$ cat config.mk
export PLATFORM = sky130hd
export DESIGN_NAME = shift_sub_divider
export DESIGN_NICKNAME = d
export VERILOG_FILES = /design/src/rtl/shift_sub_divider.sv
export SDC_FILE = /design/constraint.sdc
export NUM_CORES = 1
export LEC_CHECK = 0
export CAP_MARGIN = 20
export CORE_MARGIN = 1
export CORE_UTILIZATION = 48
export CTS_CLUSTER_DIAMETER = 150
export DETAILED_ROUTE_END_ITERATION = 10
export GPL_TIMING_DRIVEN = 0
export HOLD_SLACK_MARGIN = 0.02
export PLACE_DENSITY = 0.71
export SETUP_SLACK_MARGIN = 0.3
export SLEW_MARGIN = 20
export SYNTH_ARGS = -nofsm -noshare
export SYNTH_HDL_FRONTEND = slang
export SYNTH_SLANG_ARGS = --single-unit
$ cat constraint.sdc
create_clock -name clk -period 2.3 [get_ports clk]
set_clock_uncertainty 0.1 [all_clocks]
set_input_delay 0.46 -clock clk [delete_from_list [all_inputs] [get_ports clk]]
set_output_delay 0.46 -clock clk [all_outputs]
set_load 0.005 [all_outputs]
$ cat src/rtl/shift_sub_divider.sv
// shift_sub_divider: sequential restoring divider, one quotient bit per clock
// by shift-and-subtract, with a start/done handshake.
// Optional feature: define DIVIDER_SIGNED_EN for two's-complement operands
// (truncation toward zero, same latency). Undefined: unsigned only.
module shift_sub_divider #(
    parameter int unsigned NBits = 8
) (
    input  logic             clk,
    input  logic             rst,
    input  logic             start,
    input  logic [NBits-1:0] dividend,
    input  logic [NBits-1:0] divisor,
    output logic             busy,
    output logic             done,
    output logic [NBits-1:0] quotient,
    output logic [NBits-1:0] remainder,
    output logic             div_by_zero
);

    localparam int unsigned    CNT_W     = (NBits > 1) ? $clog2(NBits) : 1;
    localparam logic [CNT_W-1:0] LAST_ITER = CNT_W'(NBits - 1);

    typedef enum logic [1:0] {IDLE, RUN, FIN} state_t;

    state_t           state_q, state_d;
    // Partial remainder. The top bit of the NBits+1 accumulator is always 0
    // between iterations (remainder < divisor), so only NBits are stored.
    logic [NBits-1:0] r_q, r_d;
    logic [NBits-1:0] q_q, q_d;
    logic [NBits-1:0] d_q, d_d;
    logic [CNT_W-1:0] cnt_q, cnt_d;
    logic             busy_d, done_d, dbz_d;
    logic [NBits-1:0] quot_d, rem_d;
    logic [NBits:0]   t, diff;
`ifdef DIVIDER_SIGNED_EN
    logic             sign_a_q, sign_a_d;
    logic             sign_b_q, sign_b_d;
`endif

    // State, datapath and output registers
    always_ff @(posedge clk) begin
        if (!rst) begin
            state_q     <= IDLE;
            r_q         <= '0;
            q_q         <= '0;
            d_q         <= '0;
            cnt_q       <= '0;
            busy        <= 1'b0;
            done        <= 1'b0;
            quotient    <= '0;
            remainder   <= '0;
            div_by_zero <= 1'b0;
`ifdef DIVIDER_SIGNED_EN
            sign_a_q    <= 1'b0;
            sign_b_q    <= 1'b0;
`endif
        end else begin
            state_q     <= state_d;
            r_q         <= r_d;
            q_q         <= q_d;
            d_q         <= d_d;
            cnt_q       <= cnt_d;
            busy        <= busy_d;
            done        <= done_d;
            quotient    <= quot_d;
            remainder   <= rem_d;
            div_by_zero <= dbz_d;
`ifdef DIVIDER_SIGNED_EN
            sign_a_q    <= sign_a_d;
            sign_b_q    <= sign_b_d;
`endif
        end
    end

    // Next-state, datapath and output logic
    always_comb begin
        state_d = state_q;
        r_d     = r_q;
        q_d     = q_q;
        d_d     = d_q;
        cnt_d   = cnt_q;
        busy_d  = busy;
        done_d  = 1'b0;
        quot_d  = quotient;
        rem_d   = remainder;
        dbz_d   = div_by_zero;
`ifdef DIVIDER_SIGNED_EN
        sign_a_d = sign_a_q;
        sign_b_d = sign_b_q;
`endif
        t    = {r_q, q_q[NBits-1]};
        diff = t - {1'b0, d_q};

        case (state_q)
            IDLE: begin
                if (start) begin
                    r_d    = '0;
                    cnt_d  = '0;
                    busy_d = 1'b1;
                    dbz_d  = 1'b0;
`ifdef DIVIDER_SIGNED_EN
                    sign_a_d = dividend[NBits-1];
                    sign_b_d = divisor[NBits-1];
                    q_d      = dividend[NBits-1] ? -dividend : dividend;
                    d_d      = divisor[NBits-1] ? -divisor : divisor;
`else
                    q_d = dividend;
                    d_d = divisor;
`endif
                    state_d = (divisor == '0) ? FIN : RUN;
                end
            end

            RUN: begin
                if (!diff[NBits]) begin
                    r_d = diff[NBits-1:0];
                    q_d = {q_q[NBits-2:0], 1'b1};
                end else begin
                    r_d = t[NBits-1:0];
                    q_d = {q_q[NBits-2:0], 1'b0};
                end
                if (cnt_q == LAST_ITER) begin
                    state_d = FIN;
                end else begin
                    cnt_d = cnt_q + 1'b1;
                end
            end

            FIN: begin
                done_d  = 1'b1;
                busy_d  = 1'b0;
                state_d = IDLE;
                if (d_q == '0) begin
                    // Q still holds the (absolute) dividend: no iterations ran
                    quot_d = '1;
                    dbz_d  = 1'b1;
`ifdef DIVIDER_SIGNED_EN
                    rem_d  = sign_a_q ? -q_q : q_q;
`else
                    rem_d  = q_q;
`endif
                end else begin
`ifdef DIVIDER_SIGNED_EN
                    quot_d = (sign_a_q ^ sign_b_q) ? -q_q : q_q;
                    rem_d  = sign_a_q ? -r_q : r_q;
`else
                    quot_d = q_q;
                    rem_d  = r_q;
`endif
                end
            end

            default: state_d = IDLE;
        endcase
    end

endmodule

Word-level counts from Yosys, hierarchy flattened
Cells that the tools add are included.

Flip-flop bits (word level): 48. Output and inout port bits: 19. Word-level logic and storage cells: 51. Bits of input ports: 19.

Multiplexer cells: 21. Equality and inequality tests: 7. $add $sub $neg: 2. Reduce and logical (&&, ||, !) cells: 11.

Operator list (count): 8-bit 2-to-1 mux (5); 8-bit one-hot mux with 2 select lines (2); 8-bit logical NOT (2); 9-bit by 8-bit subtractor with 9-bit output (1); 2-bit inequality test (second input constant) (4); 2-bit AND reduction (4); 2-bit 2-to-1 mux (3); 3-bit 2-to-1 mux (2); 3-bit one-hot mux with 2 select lines (1); 3-bit AND reduction (2); 1-bit 2-to-1 mux (5); 1-bit one-hot mux with 2 select lines (2); 2-bit one-hot mux with 2 select lines (1); 2-bit nonzero test (2); 3-bit by 1-bit adder with 3-bit output (second input constant) (1); 3-bit equality test (second input constant) (1); 2-bit by 1-bit equality test with 1-bit output (second input constant) (1); 2-bit equality test (second input constant) (1); 2-bit logical NOT (1).

Logic depth before layout (Yosys ltp)
Depth in word-level cells: 4. Gate-level depth with buffers: 8. Mapped depth without buffers: 8.

Worst setup path after synthesis
Ideal clock, no wire load.

Path type: register to register. Start: register q_q[7]. End: register r_q[6]. Cell stages (with the launch flop): 9. Arrival time: 2.168 ns. Required time: 2.080 ns. Setup time: 0.120 ns. Period minus slack after synthesis: 2.388 ns. Slack: -0.088 ns. Path buffers: 0. Path through: dfxtp_1 inv_1 ha_1 fa_1 nand2b_1 a211oi_4 mux2i_4 nor3_1 a211o_1.

Cells in the longest elaborated chain, start to end: 3.

Ends and longest elaborated chain: start, declared (line 29) `logic [NBits-1:0] q_q, q_d;`; start signal, assigned (line 60) `q_q <= q_d;`; 9-bit by 8-bit subtractor with 9-bit output (line 92) `diff = t - {1'b0, d_q};`; 8-bit 2-to-1 mux (line 115) `if (!diff[NBits]) begin`; 8-bit one-hot mux with 2 select lines (line 94) `case (state_q)`; end signal, assigned (line 59) `r_q <= r_d;`; end, declared (line 28) `logic [NBits-1:0] r_q, r_d;`.

No other way between the ends. A chain may end at the register's enable or synchronous reset.

Final worst setup path
Start: register q_q[7]. End: register r_q[1].

The elaborated chain is that of the path after synthesis.

==> results.cfg <==
[sta]
max_freq_ghz = 0.416
fin_crit_sh_pct = 104
hold_ws_ns = 0.383
hold_viol = 0
worst_slew_margin_rel_pct = 56.4
setup_viol = 8
post-route-min-period_ns = 2.40
layout_setup_ws_ns = -0.101
grt_setup_unrepaired = true
worst_pin_slew_ns = 0.651
finalMaxSlewViolations = 0

[yosys]
synth-seq-cells = 48
ys_warn_count = 0
avgSynthCellArea_sq_um = 8.10
async_reset_ff_share_pct = 0
synth_fp_nets = 340
syn_area_sq_mm = 0.00251
ys_top_cells_by_area = dfxtp_1 (38%), nand2_1 (8.4%), nor2_1 (5.5%), a311oi_1 (5.2%), ha_1 (5.0%)
yosysUniqueCellTypes = 50
yosysMostFrequentCell = nand2_1
synth_cells = 310
ys_top_cells_by_count = nand2_1 (56), dfxtp_1 (48), nor2_1 (37)
synth_top_area_cell = dfxtp_1
yosysSeqAreaShare_pct = 38.3
synth_flop_cell = dfxtp_1
synth-edff-count = 0
yosysTopAreaCellShare_pct = 38.3

[global_route]
grt_pass1_vias = 2225
antenna_found_initial = 0
grt_pass1_wl_um = 10800
grt_max_degree = 17
grt-ovfl-total = 0
grt_usage_pct = 25.8

[detailed_routing]
drtAntennaViolNets = 0
wire_per_inst_um = 15.2
wl_um = 6570
drc = 0
viasPerCell = 5.69
drt-initial-drc-count = 246
met3RoutedLength_um = 277
met2_length_um = 2980
drt-pass1-iter-count = 4
wl_met1_um = 3210
num_vias = 2451
top_layer = met4

[critical_path]
cpPeakStageDelay_ns = 0.43
cp_cell_sequence = inv_2 -> ha_4 -> fa_2 -> nand2b_4 -> a211oi_4 -> mux2i_4 -> o21ai_1 -> a32o_1
start_kind = flip-flop
crit_family = compound AO/OA/AOI/OAI gates
crit_type = flip-flop to flip-flop
cp.arrival_ns = 2.51
crit_slowest_cell = mux2i_4
cp_max_fo = 7
path_buf_inv = 1
required_ns = 2.41
end_kind = flip-flop

[pwr]
pwr_density_cell_mw_per_mm2 = 782
clkPwrFrac_pct = 25.3
combPwrFrac_pct = 37.2
swShare_pct = 34.7
p_int_w = 0.00164
irDropWorstVdd_v = 0.000437
p_seq_share_pct = 37.5
p_leak_nw = 1.22
switchingPower_w = 0.000870

[final_layout]
syn2layout_area_growth_pct = 27.7
drive_gt1_share_pct = 12.1
n_antenna_cell = 0
fill_cells = 459
nNetsFinal = 393

[clocking]
path_clk_slew_ns = 0.10
htreeDepth = 2
cts.sinks = 48
worstSkewPairLatency_ns = 0.31
cts_buffers = 5
postCtsHoldBufs = 0
clockBufferDepth = 2
cts_tree = done
root_buffer = clkbuf_8

[job]
maxCapViolations = 0

[min_path]
hold_path.class = flip-flop to flip-flop

[die]
start_util_pct = 51.5
dieArea_sq_mm = 0.00552
num_io_pins = 38
fp.coreArea_sq_mm = 0.00488
die_w_um = 74.3
fp-row-count = 25
die_h_um = 74.3

[place]
gp_congestion = 0.803
place_hpwl_um = 4760
placement.io_buffers = 37
dp_slack_ns = -0.183

[status]
violations = setup timing
outcome = finished with violations
## timing repair
item                       CTS  global route
resized for setup            0             9
setup endpoints to repair    9            11
buffers inserted             6             3
pin swaps                    5             7
cloned                       0             0
## kinds of logic (layout without fill, tap and decap cells)
| logic type | after synthesis | after routing | synth area share [%] |
|---|---|---|---|
| simple gates | 127 | 127 | 22.4 |
| compound gates | 87 | 87 | 25.1 |
| flops | 48 | 48 | 38.3 |
| buf+inv | 32 | 86 | 5.93 |
| fa+ha+maj | 11 | 11 | 5.78 |
| mux | 3 | 3 | 1.89 |
| xor+xnor | 2 | 2 | 0.698 |
## cell type report
| type | instances | area, sq um | area share, % |
|---|---|---|---|
| Clock buffer | 5 | 68.8 | 2.15 |
| Sequential cell | 48 | 963 | 30.0 |
| Clock inverter | 3 | 47.5 | 1.48 |
| Tap cell | 67 | 83.8 | 2.61 |
| Buffer | 18 | 97.6 | 3.04 |
| Inverter | 14 | 52.6 | 1.64 |
| Timing Repair Buffer | 46 | 445 | 13.9 |
| Multi-Input combinational cell | 230 | 1450 | 45.1 |
## power groups by stage
stage	combinational, W	sequential (W)	clock [W]
floorplan	0.000636	0.000937	0
global placement	0.000797	0.000957	0
detailed placement	0.000810	0.000958	0
CTS	0.000867	0.000937	0.000644
global route	0.00102	0.000948	0.000681
finish	0.000934	0.000941	0.000634
## worst reg2reg max path, stage by stage, from the launching register on
cell and delay [ns]:
dfxtp_2 0.36, inv_2 0.06, ha_4 0.16, fa_2 0.34, nand2b_4 0.16, a211oi_4 0.32, mux2i_4 0.43, o21ai_1 0.12
a32o_1 0.25
## sequential cells by signal, indices dropped and copies added (netlist names)
| name | count |
|---|---|
| d_q | 8 |
| q_q | 8 |
| quotient | 8 |
| r_q | 8 |
| remainder | 8 |
| cnt_q | 3 |
| state_q | 2 |
| busy | 1 |
| div_by_zero | 1 |
| done | 1 |
## placed cells by master (no fill, tap or decap), types with 2 or more instances in the layout
cell type / Yosys / layout
a211o_1: 3 / 3
a21o_1: 2 / 2
a21oi_1: 22 / 22
a22oi_1: 5 / 5
a2bb2oi_1: 2 / 2
a311oi_1: 15 / 15
a31oi_1: 3 / 3
a32o_1: 2 / 2
and2_1: 3 / 2
buf_2: 2 / 2
buf_4: 1 / 8
buf_6: 3 / 5
clkbuf_1: 12 / 11
clkbuf_8: 0 / 5
clkdlybuf4s50_1: 0 / 37
clkinv_4: 0 / 2
dfxtp_1: 48 / 46
dfxtp_2: 0 / 2
ha_1: 10 / 9
inv_1: 13 / 12
nand2_1: 56 / 55
nand2b_1: 4 / 3
nand3_1: 4 / 4
nand3b_1: 2 / 2
nand4_1: 3 / 3
nor2_1: 37 / 37
nor2b_1: 2 / 2
nor3_1: 6 / 6
nor4_1: 3 / 2
o2111a_1: 2 / 2
o211ai_1: 8 / 8
o21ai_0: 11 / 11
o21ai_1: 3 / 2
or2b_1: 2 / 2
or4_1: 2 / 2
## routing by layer
metal,up-vias,track usage (%)
met3,11,4.47
li1,1220,-
met4,0,6.29
met1,1152,36.8
met5,-,0
met2,68,40.9
## worst paths after layout
check	start	endpoint	slack [ns]	depth (start not counted)
worst max-delay path	q_q[7]	r_q[1]	-0.10	8
worst min-delay path	q_q[0]	q_q[1]	0.38	2
worst max register to register	q_q[7]	r_q[1]	-0.10	8
worst min register to register	q_q[0]	q_q[1]	0.38	2
## per-stage QoR
stage | util [%] | instances | TNS, ns | total power [W] | instance area, sq um
2_1_floorplan | - | 310 | 0 | 0.00157 | 2540
6_report | 65.7 | 431 | -0.576 | 0.00251 | 3210
3_5_place_dp | 61.4 | 414 | -0.725 | 0.00177 | 3000
5_1_grt | 65.7 | 431 | -1.07 | 0.00265 | 3210
4_1_cts | 64.7 | 428 | -0.0990 | 0.00245 | 3160
3_3_place_gp | 61.4 | 414 | -0.850 | 0.00175 | 3000
Note: power is estimated with default switching activity, not from simulation.
